[src/rtl/vote_cu_param.sv]
// Voting control unit: per-candidate tallies with timeout, invalid-code rejection
// and saturation, plus stepped result display and a post-close winner/tie scan.
module vote_cu_param #(
  parameter int N_CAND    = 16,
  parameter int IN_W      = 5,
  parameter int CNT_W     = 12,
  parameter int BALLOT_TO = 255
) (
  input  logic             clk,
  input  logic             Power,
  input  logic             Close,
  input  logic             Clear,
  input  logic             Ballot,
  input  logic             Total,
  input  logic             Result,
  input  logic             Next,
  input  logic [IN_W-1:0]  IN,
  output logic [CNT_W-1:0] out,
  output logic [IN_W-1:0]  cand,
  output logic             armed,
  output logic             vote_ack,
  output logic             vote_rej,
  output logic             sat,
  output logic [IN_W-1:0]  winner,
  output logic             tie,
  output logic             winner_vld
);

  localparam int               TO_W    = $clog2(BALLOT_TO + 1);
  localparam logic [TO_W-1:0]  TO_LAST = TO_W'(BALLOT_TO - 1);
  localparam logic [IN_W-1:0]  N_CODE  = IN_W'(N_CAND);
  localparam logic [IN_W-1:0]  CODE_1  = IN_W'(1);
  localparam logic [CNT_W-1:0] CNT_MAX = '1;

  typedef enum logic [2:0] {
    S_IDLE, S_ARMED, S_TOTAL, S_CLOSED, S_RESULT, S_CLEAR
  } state_e;

  state_e           state_q, state_d;
  logic [TO_W-1:0]  timer_q, timer_d;
  logic [IN_W-1:0]  cand_q, cand_d;
  logic [CNT_W-1:0] tally_q [N_CAND];
  logic [CNT_W-1:0] tally_d [N_CAND];
  logic [CNT_W-1:0] total_q, total_d, out_q, out_d;
  logic             sat_q, sat_d, armed_q, ack_q, rej_q, next_q;
  logic             count_en, rej_d, next_rise, code_ok, code_high;

  logic             scan_act_q, run_tie_q, tie_q, vld_q;
  logic [IN_W-1:0]  scan_idx_q, best_idx_q, winner_q, best_idx_d;
  logic [CNT_W-1:0] best_cnt_q, best_cnt_d, scan_cnt;
  logic             take, run_tie_d, scan_start, scan_abort;

  assign code_ok   = (IN != '0) && (IN <= N_CODE);
  assign code_high = (IN > N_CODE);
  assign next_rise = Next && !next_q;

  // NOTE: every signal written here gets a default first, so no path can infer a latch.
  always_comb begin
    state_d  = state_q;
    cand_d   = cand_q;
    timer_d  = '0;
    count_en = 1'b0;
    rej_d    = 1'b0;
    unique case (state_q)
      S_IDLE: begin
        if      (Clear)  state_d = S_CLEAR;
        else if (Close)  state_d = S_CLOSED;
        else if (Ballot) state_d = S_ARMED;
        else if (Total)  state_d = S_TOTAL;
      end
      S_ARMED: begin
        timer_d = timer_q + 1'b1;
        // Close and timeout discard the ballot even when a valid code arrives with them.
        if (Close || timer_q == TO_LAST) begin
          state_d = S_IDLE;
        end else if (code_ok) begin
          count_en = 1'b1;
          state_d  = S_IDLE;
        end else if (code_high) begin
          rej_d = 1'b1;
        end
      end
      S_TOTAL:  if (!Total) state_d = S_IDLE;
      S_CLOSED: begin
        if      (Clear)  state_d = S_CLEAR;
        else if (!Close) state_d = S_IDLE;
        else if (Result) begin
          state_d = S_RESULT;
          cand_d  = CODE_1;
        end
      end
      S_RESULT: begin
        if (Clear || !Result) begin
          state_d = Clear ? S_CLEAR : S_CLOSED;
          cand_d  = '0;
        end else if (next_rise) begin
          cand_d = (cand_q == N_CODE) ? CODE_1 : cand_q + 1'b1;
        end
      end
      default: state_d = S_IDLE;
    endcase
  end

  always_comb begin
    tally_d = tally_q;
    total_d = total_q;
    sat_d   = sat_q;
    if (state_d == S_CLEAR) begin
      tally_d = '{default: '0};
      total_d = '0;
      sat_d   = 1'b0;
    end else if (count_en) begin
      if (total_q != CNT_MAX) total_d = total_q + 1'b1;
      if (total_d == CNT_MAX) sat_d = 1'b1;
      for (int i = 0; i < N_CAND; i++) begin
        if (IN == IN_W'(i + 1)) begin
          if (tally_q[i] != CNT_MAX) tally_d[i] = tally_q[i] + 1'b1;
          if (tally_d[i] == CNT_MAX) sat_d = 1'b1;
        end
      end
    end
  end

  // Display value follows the state being entered, so out lines up with state.
  always_comb begin
    out_d = '0;
    unique case (state_d)
      S_TOTAL, S_CLOSED: out_d = total_d;
      S_RESULT: begin
        for (int i = 0; i < N_CAND; i++)
          if (cand_d == IN_W'(i + 1)) out_d = tally_d[i];
      end
      default: out_d = '0;
    endcase
  end

  // One candidate per cycle; the first step always seeds the running best.
  always_comb begin
    scan_cnt = '0;
    for (int i = 0; i < N_CAND; i++)
      if (scan_idx_q == IN_W'(i + 1)) scan_cnt = tally_q[i];
    take       = (scan_idx_q == CODE_1) || (scan_cnt > best_cnt_q);
    best_idx_d = take ? scan_idx_q : best_idx_q;
    best_cnt_d = take ? scan_cnt : best_cnt_q;
    run_tie_d  = take ? 1'b0 : (run_tie_q || (scan_cnt == best_cnt_q));
  end

  assign scan_start = (state_q == S_IDLE) && (state_d == S_CLOSED);
  assign scan_abort = ((state_q == S_CLOSED) || (state_q == S_RESULT)) &&
                      ((state_d == S_IDLE) || (state_d == S_CLEAR));

  // NOTE: the tally array is a register bank, not a RAM, so it takes the async reset too.
  always_ff @(posedge clk or posedge Power) begin
    if (Power) begin
      state_q    <= S_IDLE;
      timer_q    <= '0;
      cand_q     <= '0;
      tally_q    <= '{default: '0};
      total_q    <= '0;
      out_q      <= '0;
      sat_q      <= 1'b0;
      armed_q    <= 1'b0;
      ack_q      <= 1'b0;
      rej_q      <= 1'b0;
      next_q     <= 1'b0;
      scan_act_q <= 1'b0;
      scan_idx_q <= '0;
      best_idx_q <= '0;
      best_cnt_q <= '0;
      run_tie_q  <= 1'b0;
      winner_q   <= '0;
      tie_q      <= 1'b0;
      vld_q      <= 1'b0;
    end else begin
      state_q <= state_d;
      timer_q <= timer_d;
      cand_q  <= cand_d;
      tally_q <= tally_d;
      total_q <= total_d;
      out_q   <= out_d;
      sat_q   <= sat_d;
      armed_q <= (state_d == S_ARMED);
      ack_q   <= count_en;
      rej_q   <= rej_d;
      next_q  <= Next;
      if (scan_abort) begin
        scan_act_q <= 1'b0;
        vld_q      <= 1'b0;
      end else if (scan_start) begin
        scan_act_q <= 1'b1;
        scan_idx_q <= CODE_1;
      end else if (scan_act_q) begin
        best_idx_q <= best_idx_d;
        best_cnt_q <= best_cnt_d;
        run_tie_q  <= run_tie_d;
        if (scan_idx_q == N_CODE) begin
          scan_act_q <= 1'b0;
          winner_q   <= best_idx_d;
          tie_q      <= run_tie_d;
          vld_q      <= 1'b1;
        end else begin
          scan_idx_q <= scan_idx_q + 1'b1;
        end
      end
    end
  end

  assign out        = out_q;
  assign cand       = cand_q;
  assign armed      = armed_q;
  assign vote_ack   = ack_q;
  assign vote_rej   = rej_q;
  assign sat        = sat_q;
  assign winner     = winner_q;
  assign tie        = tie_q;
  assign winner_vld = vld_q;

endmodule

[config.mk]
export PLATFORM = sky130hd
export DESIGN_NAME = vote_cu_param
export DESIGN_NICKNAME = d
export VERILOG_FILES = /design/src/rtl/vote_cu_param.sv
export SDC_FILE = /design/constraint.sdc
export NUM_CORES = 1
export LEC_CHECK = 0
export ABC_AREA = 1
export CAP_MARGIN = 20
export CORE_MARGIN = 2
export CORE_UTILIZATION = 58
export CTS_CLUSTER_SIZE = 8
export DETAILED_ROUTE_END_ITERATION = 10
export PLACE_DENSITY_LB_ADDON = 0.12
export RECOVER_POWER = 100
export SETUP_SLACK_MARGIN = 0.4
export SLEW_MARGIN = 5
export SYNTH_ARGS = -nofsm -noshare
export SYNTH_HDL_FRONTEND = slang
export SYNTH_SLANG_ARGS = --single-unit
export TNS_END_PERCENT = 20
[constraint.sdc]
create_clock -name clk -period 25.1 [get_ports clk]
set_clock_uncertainty 0.1 [all_clocks]
set_input_delay 7.53 -clock clk [delete_from_list [all_inputs] [get_ports clk]]
set_output_delay 7.53 -clock clk [all_outputs]
set_load 0.03 [all_outputs]
==> impl_table.tex <==
\begin{tabular}{lr}
\hline
Metric & Value \\
\hline
\multicolumn{2}{l}{\textbf{Pwr}} \\
Switching power summed over all nets & 1.07 mW \\
Maximum resistive drop on vdd & 0.0000922 V \\
Power Density & 95.9 nW/um2 \\
Clock network power share & 22.2\% \\
Cell internal power dissipation & 1.10 mW \\
Comb power frac & 47.1\% \\
Switching fraction of total power & 49.2\% \\
Sequential fraction of design power & 30.7\% \\
Leakage power summed over all cells & 10.8 nW \\
\multicolumn{2}{l}{\textbf{Critical path}} \\
Startpoint type of the worst setup path & primary input \\
Crit path required time & 25.50 ns \\
Type of the worst setup path & in2reg \\
Crit end category & flop \\
Arrival time at the worst endpoint & 15.76 ns \\
Largest fanout of any net on the critical path & 75 \\
\multicolumn{2}{l}{\textbf{Final layout}} \\
Fraction of final layout cells sized beyond drive strength 1 & 3.60\% \\
Final nets & 3,351 \\
Synthesis-to-layout area growth & 7.06\% \\
Layout Cells excl Fill & 3,763 \\
Antenna diode count & 0 \\
\multicolumn{2}{l}{\textbf{Synth}} \\
Leading register cell type out of synthesis & sky130\_fd\_sc\_hd\_\_dfrtp\_1 \\
Synth Net Count & 3,351 \\
Post-synthesis cell type with the largest combined area & sky130\_fd\_sc\_hd\_\_dfrtp\_1 \\
Portion of synthesized cell area occupied by the leading cell type & 31.7\% \\
Most common library cells after synthesis & sky130\_fd\_sc\_hd\_\_nand2\_1 (864), sky130\_fd\_sc\_hd\_\_inv\_1 (493), sky130\_fd\_sc\_hd\_\_nor2\_1 (360) \\
Number of enable flip-flop cells after synthesis & 0 \\
Fraction of registers with async set/reset & 100\% \\
Library cell with the highest instance count after synthesis & sky130\_fd\_sc\_hd\_\_nand2\_1 \\
Part of the Yosys area used for sequential elements & 31.7\% \\
Total of warnings raised by yosys & 0 \\
Largest cells by area after synthesis & sky130\_fd\_sc\_hd\_\_dfrtp\_1 (32\%), sky130\_fd\_sc\_hd\_\_nand2\_1 (15\%), sky130\_fd\_sc\_hd\_\_inv\_1 (8.8\%) \\
Mean cell area of the mapped netlist & 6.41 um2 \\
Count of unique library cells instantiated by Yosys & 65 \\
Count of mapped cells out of synthesis & 3,298 \\
Yosys reg bits & 268 \\
Netlist area before placement & 21,100 um2 \\
\multicolumn{2}{l}{\textbf{GRT}} \\
GR Overflow Total & 0 \\
Maximum number of pins on one net before global-route repair & 139 \\
Antenna violations before repair & 0 \\
Global-route wire length before repair & 118,000 um \\
Number of global-route vias before repair & 21,500 \\
Total GRT Usage & 39.5\% \\
\multicolumn{2}{l}{\textbf{Floorplanning}} \\
Full die area & 38,000 um2 \\
Boundary Pins & 41 \\
Horizontal die dimension & 195 um \\
Height of the chip & 195 um \\
Rows & 69 \\
Initial core utilization & 59.1\% \\
Area of the core region & 35,700 um2 \\
\multicolumn{2}{l}{\textbf{Clocking}} \\
Hold-fix buffers, CTS & 0 \\
Inserted Clock Buffers & 39 \\
Num Clock Sinks & 268 \\
Clock-pin slew of the registers on the worst-case setup and hold paths & 0.05 ns \\
Clock insertion delay at the later pin of the skew report & 0.57 ns \\
Quantity of gates resized following cts & 0 \\
Post-CTS setup buffer count & 0 \\
Maximum clock insertion buffer count & 3 \\
CTS tree & done \\
H-tree depth reported by CTS & 2 \\
Clk root buf & sky130\_fd\_sc\_hd\_\_clkbuf\_16 \\
\multicolumn{2}{l}{\textbf{Routing}} \\
DRC violations left & 0 \\
First DRT Iteration DRCs & 2,935 \\
Antenna Violating Nets Remaining & 0 \\
Post-DR wirelength/cell & 19.9 um \\
Via count & 22,800 \\
Router iterations before antenna repair & 8 \\
Wire length reported by the detailed router & 75,100 um \\
DR vias/cell & 6.06 \\
\multicolumn{2}{l}{\textbf{Timing}} \\
Number of max-slew violations in the final report & 421 \\
Setup repair after global routing missed its margin & false \\
Final cycle utilization of the critical path & 61.2\% \\
Actual transition at the worst max-transition pin & 6.09 ns \\
Sum Neg Setup Slack & 0 ns \\
Highest clock rate & 65.1 MHz \\
Number of setup violations in the final report & 0 \\
Final Hold Violating Endpoints & 0 \\
Final worst path period need & 15.35 ns \\
Relative slew margins & -309\% \\
\multicolumn{2}{l}{\textbf{Run status}} \\
Failing checks & max-capacitance violations, max-slew violations \\
Result of the run & finished with violations \\
\multicolumn{2}{l}{\textbf{Place}} \\
Placed wire-length estimate after detailed placement & 57,500 um \\
Number of instances in the placed design & 3,717 \\
Number of port buffers & 40 \\
Final Wtd Congestion & 1.05 \\
\multicolumn{2}{l}{\textbf{Min path}} \\
Worst Hold Class & reg2reg \\
\multicolumn{2}{l}{\textbf{Run}} \\
Max\_cap viols & 7 \\
\hline
\end{tabular}
## cell families after synthesis
logic type | count (synthesis) | synth area share (%)
and+or+nand+nor | 1699 | 34.6
buffers and inverters | 609 | 11.5
AOI/OAI and AO/OA | 599 | 16.3
DFF | 268 | 31.7
xor gates and xnor gates | 78 | 3.23
adders and majority gates | 40 | 2.37
muxes | 5 | 0.237
## cells in the final DEF (no fill, tap or decap), drive strengths merged, types with 65 or more instances in the layout
| master | count |
|---|---|
| inv | 515 |
| o21ai | 285 |
| nand4 | 65 |
| nand2 | 879 |
| xor2 | 72 |
| nor2 | 381 |
| nand3 | 225 |
| a21oi | 174 |
| dfrtp | 268 |
| nor3 | 82 |
## worst max-delay path, cell delays in order
cell and delay, ns:
sky130_fd_sc_hd__dlygate4sd3_1 0.59, sky130_fd_sc_hd__nor2_1 0.24, sky130_fd_sc_hd__nand2_1 0.28, sky130_fd_sc_hd__ha_1 0.39, sky130_fd_sc_hd__inv_1 0.04, sky130_fd_sc_hd__nand3_1 0.07
sky130_fd_sc_hd__nand3_1 0.16, sky130_fd_sc_hd__nand4_1 0.16, sky130_fd_sc_hd__clkbuf_1 2.08, sky130_fd_sc_hd__clkbuf_1 2.39, sky130_fd_sc_hd__nand3_1 0.57, sky130_fd_sc_hd__nor2_1 0.25
sky130_fd_sc_hd__nor2_1 0.10, sky130_fd_sc_hd__nand2_1 0.07, sky130_fd_sc_hd__nand2_1 0.10, sky130_fd_sc_hd__nand4_1 0.17, sky130_fd_sc_hd__nor2_1 0.06, sky130_fd_sc_hd__nand4_1 0.13
sky130_fd_sc_hd__nor2_1 0.08, sky130_fd_sc_hd__nand4_1 0.10, sky130_fd_sc_hd__nand2_1 0.07, sky130_fd_sc_hd__nand2_1 0.05
## layout make-up
type                            count  area (um2)
Sequential cell                   268        6710
Inverter                          520        1950
Clock buffer                       43        1020
Fill cell                        3430       13100
Tap cell                          461         577
Timing Repair Buffer               48         459
Multi-Input combinational cell   2421       11900
Clock inverter                      2        25.0
## through the flow
stage	util, %	area [um2]	worst slack [ns]	hold WS (ns)	total power, mW
floorplan	-	21100	10.09	0.349	1.33
global placement	60.8	21700	12.94	0.362	1.64
detailed placement	60.8	21700	12.79	0.366	1.66
CTS	63.7	22800	13.39	0.380	2.15
global route	63.3	22600	9.33	0.398	2.30
finish	63.3	22600	9.75	0.381	2.17
## path summary, 6_finish.rpt
path                               start            end  slack [ns]  cells after the start
max reg2reg                   state_q[2]         out[6]       17.13                     20
min reg2reg                best_cnt_q[5]  best_cnt_q[5]        0.38                      2
min in group asynchronous          Power     timer_q[0]        9.26                      2
max                                IN[2]         out[6]        9.75                     22
max in group asynchronous          Power    tally_q[11]       12.98                      2
min                        best_cnt_q[5]  best_cnt_q[5]        0.38                      2
## power groups by stage
| stage | clock [mW] | sequential (mW) | combinational (mW) |
|---|---|---|---|
| detailed placement | 0 | 0.664 | 0.996 |
| CTS | 0.487 | 0.660 | 1.00 |
| finish | 0.483 | 0.666 | 1.02 |
| global route | 0.504 | 0.677 | 1.11 |
| global placement | 0 | 0.663 | 0.978 |
| floorplan | 0 | 0.647 | 0.678 |
## flip-flops by register name (all words and copies together), names as in the netlist, 3 cells and up
register,count
best_cnt_q,12
best_idx_q,5
cand,5
out,12
scan_idx_q,5
state_q,3
tally_q,192
timer_q,8
total_q,12
winner,5
## layer usage
metal	wire length, um	vias to the layer above	track usage (%)
met1	31000	10500	53.8
met5	0	-	0
met4	3720	0	18.1
li1	-	10700	-
met3	8170	248	8.14
met2	32200	1362	60.4
(Power assumes the default switching activity.)
